==> config.mk <==
export PLATFORM = sky130hd
export DESIGN_NAME = uart_receiver
export DESIGN_NICKNAME = d
export VERILOG_FILES = /design/src/rtl/uart_pkg.sv /design/src/rtl/uart_rx_fifo.sv /design/src/rtl/uart_receiver.sv
export SDC_FILE = /design/constraint.sdc
export NUM_CORES = 1
export LEC_CHECK = 0
export BUFFER_PORTS_ARGS = -buffer_cell sky130_fd_sc_hd__buf_2
export CORE_UTILIZATION = 40
export DETAILED_ROUTE_END_ITERATION = 7
export GPL_TIMING_DRIVEN = 0
export REMOVE_ABC_BUFFERS = 1
export SYNTH_ARGS = -nofsm -noshare
export SYNTH_HDL_FRONTEND = slang
export SYNTH_SLANG_ARGS = --single-unit
export TNS_END_PERCENT = 100
==> constraint.sdc <==
create_clock -name clk -period 2.87 [get_ports clk]
set_input_delay 0.574 -clock clk [delete_from_list [all_inputs] [get_ports clk]]
set_output_delay 0.574 -clock clk [all_outputs]
set_load 0.01 [all_outputs]
==> src/rtl/uart_pkg.sv <==
// Shared UART definitions: receiver FSM states, oversample tick positions,
// parity encodings and the RX threshold decoder.
package uart_pkg;

  typedef enum logic [2:0] {
    IDLE   = 3'd0,
    START  = 3'd1,
    DATA   = 3'd2,
    PARITY = 3'd3,
    STOP   = 3'd4
  } rx_state_t;

  localparam logic [3:0] OVERSAMPLE_MID = 4'd7;
  localparam logic [3:0] OVERSAMPLE_END = 4'd15;

  localparam logic PARITY_EVEN = 1'b0;
  localparam logic PARITY_ODD  = 1'b1;

  function automatic logic [4:0] thr_decode(input logic [1:0] sel);
    logic [4:0] thr;
    thr = 5'd1;
    case (sel)
      2'b00:   thr = 5'd1;
      2'b01:   thr = 5'd4;
      2'b10:   thr = 5'd8;
      default: thr = 5'd14;
    endcase
    return thr;
  endfunction

endpackage

==> src/rtl/uart_rx_fifo.sv <==
// Show-ahead synchronous FIFO for received words {frame_err, parity_err, data}.
// A push into a full FIFO is dropped unless a pop frees the slot in the same cycle.
module uart_rx_fifo #(
  parameter int DEPTH = 16,
  parameter int WIDTH = 10,
  localparam int AW = $clog2(DEPTH)
) (
  input  logic             clk,
  input  logic             reset,
  input  logic             i_push,
  input  logic [WIDTH-1:0] i_wdata,
  input  logic             i_pop,
  output logic [WIDTH-1:0] o_head,
  output logic [AW:0]      o_count,
  output logic             o_full,
  output logic             o_empty,
  output logic             o_overrun
);

  logic [WIDTH-1:0] r_mem [DEPTH];
  logic [AW-1:0]    r_wr_ptr;
  logic [AW-1:0]    r_rd_ptr;
  logic [AW:0]      r_count;
  logic             w_do_push;
  logic             w_do_pop;

  assign o_empty   = (r_count == '0);
  assign o_full    = (r_count == (AW+1)'(DEPTH));
  assign w_do_pop  = i_pop & ~o_empty;
  assign w_do_push = i_push & (~o_full | w_do_pop);
  assign o_overrun = i_push & o_full & ~w_do_pop;
  assign o_head    = r_mem[r_rd_ptr];
  assign o_count   = r_count;

  always_ff @(posedge clk) begin
    if (w_do_push) r_mem[r_wr_ptr] <= i_wdata;
  end

  // Pointers wrap naturally since DEPTH is a power of two.
  always_ff @(posedge clk or posedge reset) begin
    if (reset) begin
      r_wr_ptr <= '0;
      r_rd_ptr <= '0;
      r_count  <= '0;
    end else begin
      if (w_do_push) r_wr_ptr <= r_wr_ptr + 1'b1;
      if (w_do_pop)  r_rd_ptr <= r_rd_ptr + 1'b1;
      case ({w_do_push, w_do_pop})
        2'b10:   r_count <= r_count + 1'b1;
        2'b01:   r_count <= r_count - 1'b1;
        default: r_count <= r_count;
      endcase
    end
  end

endmodule

==> src/rtl/uart_receiver.sv <==
// UART receive path: rxd synchronizer, 16x oversampled deframing FSM with
// parity/framing checks, RX FIFO with registered head, status and threshold flags.
module uart_receiver
  import uart_pkg::*;
#(
  parameter int FIFO_DEPTH  = 16,
  parameter int OVERSAMPLE  = 16,
  parameter int SYNC_STAGES = 2
) (
  input  logic       clk,
  input  logic       reset,
  input  logic       bclk,
  input  logic       rxd,
  input  logic       rx_en,
  input  logic       parity_en,
  input  logic       parity_type,
  input  logic       read_en,
  input  logic       err_clr,
  input  logic [1:0] rx_thr_val,
  output logic [7:0] data_out,
  output logic       parity_err,
  output logic       frame_err,
  output logic       overrun_err,
  output logic       rx_empty,
  output logic       rx_full,
  output logic       rx_thr,
  output logic       rx_bclk_en,
  output rx_state_t  dbg_state
);

  localparam int TW = $clog2(OVERSAMPLE);
  localparam int CW = $clog2(FIFO_DEPTH) + 1;

  logic [SYNC_STAGES-1:0] r_sync;
  logic                   w_rxs;
  rx_state_t              r_state;
  logic                   r_armed;
  logic [TW-1:0]          r_tcnt;
  logic [2:0]             r_bcnt;
  logic [7:0]             r_shreg;
  logic                   r_pbit;
  logic                   r_par_en;
  logic                   r_par_type;
  logic                   r_push;
  logic [9:0]             r_wdata;

  logic [9:0]             w_head;
  logic [CW-1:0]          w_count;
  logic                   w_full;
  logic                   w_empty;
  logic                   w_ovf;

  logic [7:0]             r_data_out;
  logic                   r_parity_err;
  logic                   r_frame_err;
  logic                   r_overrun;
  logic                   r_rx_empty;
  logic                   r_rx_full;
  logic                   r_rx_thr;

  // Preset to 1 so reset looks like an idle line, not a start bit.
  always_ff @(posedge clk or posedge reset) begin
    if (reset) r_sync <= '1;
    else       r_sync <= {r_sync[SYNC_STAGES-2:0], rxd};
  end
  assign w_rxs = r_sync[SYNC_STAGES-1];

  always_ff @(posedge clk or posedge reset) begin
    if (reset) begin
      r_state    <= IDLE;
      r_armed    <= 1'b0;
      r_tcnt     <= '0;
      r_bcnt     <= '0;
      r_shreg    <= '0;
      r_pbit     <= 1'b0;
      r_par_en   <= 1'b0;
      r_par_type <= 1'b0;
      r_push     <= 1'b0;
      r_wdata    <= '0;
    end else begin
      r_push <= 1'b0;
      case (r_state)
        IDLE: begin
          // armed requires a high line first, so a held-low break cannot retrigger.
          if (rx_en && r_armed && !w_rxs) begin
            r_state    <= START;
            r_tcnt     <= '0;
            r_armed    <= 1'b0;
            r_par_en   <= parity_en;
            r_par_type <= parity_type;
          end else if (w_rxs) begin
            r_armed <= 1'b1;
          end
        end
        START: if (bclk) begin
          if (r_tcnt == TW'(OVERSAMPLE_MID)) begin
            if (w_rxs) begin
              r_state <= IDLE;
            end else begin
              r_tcnt  <= '0;
              r_bcnt  <= '0;
              r_state <= DATA;
            end
          end else begin
            r_tcnt <= r_tcnt + 1'b1;
          end
        end
        DATA: if (bclk) begin
          r_tcnt <= r_tcnt + 1'b1;
          if (r_tcnt == TW'(OVERSAMPLE_END)) begin
            r_shreg <= {w_rxs, r_shreg[7:1]};
            r_bcnt  <= r_bcnt + 1'b1;
            if (r_bcnt == 3'd7) r_state <= r_par_en ? PARITY : STOP;
          end
        end
        PARITY: if (bclk) begin
          r_tcnt <= r_tcnt + 1'b1;
          if (r_tcnt == TW'(OVERSAMPLE_END)) begin
            r_pbit  <= w_rxs;
            r_state <= STOP;
          end
        end
        STOP: if (bclk) begin
          r_tcnt <= r_tcnt + 1'b1;
          if (r_tcnt == TW'(OVERSAMPLE_END)) begin
            r_push  <= 1'b1;
            r_wdata <= {~w_rxs, r_par_en & (^r_shreg ^ r_pbit ^ r_par_type), r_shreg};
            r_state <= IDLE;
          end
        end
        default: r_state <= IDLE;
      endcase
    end
  end

  uart_rx_fifo #(
    .DEPTH (FIFO_DEPTH),
    .WIDTH (10)
  ) u_fifo (
    .clk       (clk),
    .reset     (reset),
    .i_push    (r_push),
    .i_wdata   (r_wdata),
    .i_pop     (read_en),
    .o_head    (w_head),
    .o_count   (w_count),
    .o_full    (w_full),
    .o_empty   (w_empty),
    .o_overrun (w_ovf)
  );

  // Head word and flags read as zero whenever the FIFO holds nothing.
  always_ff @(posedge clk or posedge reset) begin
    if (reset) begin
      r_data_out   <= '0;
      r_parity_err <= 1'b0;
      r_frame_err  <= 1'b0;
      r_overrun    <= 1'b0;
      r_rx_empty   <= 1'b1;
      r_rx_full    <= 1'b0;
      r_rx_thr     <= 1'b0;
    end else begin
      r_data_out   <= w_empty ? 8'h00 : w_head[7:0];
      r_parity_err <= ~w_empty & w_head[8];
      r_frame_err  <= ~w_empty & w_head[9];
      r_rx_empty   <= w_empty;
      r_rx_full    <= w_full;
      r_rx_thr     <= (32'(w_count) >= 32'(thr_decode(rx_thr_val)));
      if (w_ovf)        r_overrun <= 1'b1;
      else if (err_clr) r_overrun <= 1'b0;
    end
  end

  assign data_out    = r_data_out;
  assign parity_err  = r_parity_err;
  assign frame_err   = r_frame_err;
  assign overrun_err = r_overrun;
  assign rx_empty    = r_rx_empty;
  assign rx_full     = r_rx_full;
  assign rx_thr      = r_rx_thr;
  assign rx_bclk_en  = rx_en | (r_state != IDLE);
  assign dbg_state   = r_state;

endmodule

==> reports/summary.txt <==
Status: finished, final reports clean
P_sw: 2410 uW
Worst slew pin tran: 0.879 ns
Async set-reset flop share out of synthesis: 0.279
Core region area: 22000 um2
Clk pin slew, worst setup/hold paths: 0.06 ns
Pre-CTS WS: -0.993 ns
Fillers: 1842
Crit path max fanout: 7
Slew Limit Fails: 0
Crit start category: flip-flop
Critical path type: flip-flop to flip-flop
Port Buffers: 28
Num rows: 54
Top cell type's share of synthesized area: 0.530
Ports: 29
Starting Density: 0.412
Commonest non-fill, non-tap cell in the layout: edfxtp_1
Post-synthesis average cell area: 18.1 um2
Worst setup EP type: flip-flop
Power Total: 8690 uW
Routed via count: 4409
Placed wire-length estimate: 10200 um
DRT iter0 DRCs: 296
Fin crit share: 0.953
Final setup fails: 0
Final worst setup slack: 0.135 ns
CTS Buf Count: 23
GPL Wtd Cong: 0.813
Post-synthesis cell count: 501
Worst path arrival time: 3.15 ns
Max IR drop VDD: 0.000643 V
Post-Place Cells: 789
Yosys cell types: 51
Leakage: 0.00364 uW
Internal power: 6280 uW
Max Fclk: 366 MHz
Die height: 153 um
CTS sink cnt: 222
Drt wl/cell: 18.9 um
Yosys warns: 0
Initial antenna violation count: 0
PwrDens: 842 nW/um2
Final Hold Vio Count: 0
Clock Skews: 0.00743 ns
Sw Share: 0.278
Die W: 153 um
Seq/Total Area, Yosys: 0.701
Residual DRC: 0
TritonCTS clock tree: built
Leading area contributor after synthesis: edfxtp_1
Vias in the first global route: 4627
Post-route minimum period: 2.74 ns
Grt total ovfl: 0
Max Root-Sink Buffers: 3
Synth Cell Area: 9070 um2
Clock Root Buffer: clkbuf_16
Most frequent cells in the layout: edfxtp_1, dfrtp_1, mux4_2, buf_2, clkbuf_16
Vias/cell: 5.24
Clk pwr share: 0.325
Layout cell share with drive strength beyond 1: 0.297
Most area-consuming cells after synthesis: edfxtp_1, dfrtp_1, mux4_2, mux2_2, ha_1
Aggregate global-route resource usage: 0.142
Wire length of the first global-routing pass: 25500 um
Fin cells: 842
Ys flop type: edfxtp_1
ANT cells: 0
Number of synthesized flops with an enable pin: 160
Die area: 23300 um2
Crit path required time: 3.29 ns
H-tree lvl count: 1
# nets final: 571
Register bit total from synthesis: 222
Largest net degree at the start of global routing: 44
Util after Layout: 0.469
Final hold slack: 0.129 ns
Clk_lat worst skew: 0.50 ns
ANT nets after route: 0
Maxcap violations: 0
DR pass1 iterations: 6
Final wirelength: 15900 um
Seq pwr share: 0.476
Logic pwr share: 0.199
Area Growth Syn to Fin: 14.0%
Tightest Hold Check Type: input pin to asynchronous set/reset pin
Slew headroom: 0.414
[final timing paths]
kind,endpoint,slack [ns],start,cells after the start
hold / removal,r_armed,0.13,reset,2
hold reg to reg,r_sync[1],0.36,r_sync[0],0
setup / recovery,u_fifo.o_count[4],0.13,u_fifo.o_count[0],12
min in group clk,r_sync[0],0.16,rxd,1
max in group asynchronous,rx_empty,2.06,reset,3
setup reg to reg,u_fifo.o_count[4],0.13,u_fifo.o_count[0],12
[registers in the layout, indices dropped and copies added, names as in the netlist]
register and flops:
u_fifo.r_mem 160, rx_empty 1, parity_err 1, data_out 8, dbg_state 3, rx_thr 1
r_par_type 1, frame_err 1, u_fifo.o_count 5, r_wdata 10, u_fifo.r_wr_ptr 4, overrun_err 1
rx_full 1, r_push 1, r_par_en 1, r_sync 2, r_armed 1, r_pbit 1
r_bcnt 3, r_tcnt 4, u_fifo.r_rd_ptr 4, r_shreg 8
[power groups by stage]
| stage | Clock, uW | Sequential, uW | Combinational, uW |
|---|---|---|---|
| 2_1_floorplan | 0 | 4120 | 1220 |
| 3_3_place_gp | 0 | 4270 | 1540 |
| 3_5_place_dp | 0 | 4200 | 1670 |
| 4_1_cts | 2890 | 4150 | 1690 |
| 5_1_grt | 3020 | 4220 | 1900 |
| 6_report | 2830 | 4140 | 1730 |
[worst max-delay path: stages, from the launching register on]
cell and delay, ns:
dfrtp_2 0.46, nor4_4 0.32, nand2_1 0.14, o21a_2 0.27, inv_2 0.13, ha_4 0.18, xor2_1 0.16, ha_2 0.23
a21o_1 0.13, a22oi_1 0.08, o221a_2 0.27, nor2_1 0.12, xor2_1 0.16
[timing repair]
action / in CTS / in global routing
hold buffers: 0 / 0
resized for setup: 6 / 6
cloned: 0 / 0
setup buffers: 1 / 10
hold endpoints to repair: 0 / 0
endpoints found under the setup margin: 4 / 1
[logic make-up (layout without fill, tap and decap cells)]
logic type | Yosys count | after routing | synth area share
adders and majority gates | 16 | 16 | 0.0218
and+or+nand+nor | 89 | 89 | 0.0538
xor gates and xnor gates | 21 | 21 | 0.0203
buffers and inverters | 39 | 100 | 0.0203
muxes | 74 | 74 | 0.154
AOI/OAI and AO/OA | 40 | 40 | 0.0287
DFF | 222 | 222 | 0.701
[routing by layer]
layer	track usage	part of all wire	wire, um
met2	0.250	0.52	8220
met1	0.182	0.43	6820
met3	0.0247	0.040	636
met5	0	0	0
met4	0.0342	0.013	204
[final cells by class]
class | instances | area [um2] | share of cell area
Inverter | 17 | 63.8 | 0.00618
Sequential cell | 222 | 6370 | 0.616
Timing Repair Buffer | 41 | 263 | 0.0254
Clock buffer | 29 | 628 | 0.0608
Multi-Input combinational cell | 240 | 2560 | 0.248
Tap cell | 280 | 350 | 0.0339
Clock inverter | 13 | 97.6 | 0.00945
[Yosys cell counts, types with 2 or more instances]
cell type,n
xnor2_1,13
o21a_1,2
o21ai_0,13
xor2_1,8
buf_6,4
a21oi_1,7
dfrtp_1,59
nor3b_1,2
a21o_1,2
mux4_2,50
ha_1,15
mux2_2,21
dfstp_2,3
nor4_1,3
nor3_1,3
buf_2,3
nand3b_1,2
nand2_1,21
inv_1,17
edfxtp_1,160
and2_1,19
nor2b_1,15
nand3_1,4
nand2b_1,5
nand4_1,2
mux2i_1,3
nor2_1,8
clkbuf_1,13
a211oi_1,2
[stage by stage]
stage / TNS (ns) / cell area [um2]
final: 0 / 10300
after global routing: -0.0543 / 10300
after CTS: 0 / 10200
after detailed placement: -2.65 / 9480
after global placement: -21.25 / 9440
after floorplan: -2.49 / 8950
Note: power is estimated with default switching activity, not from simulation.
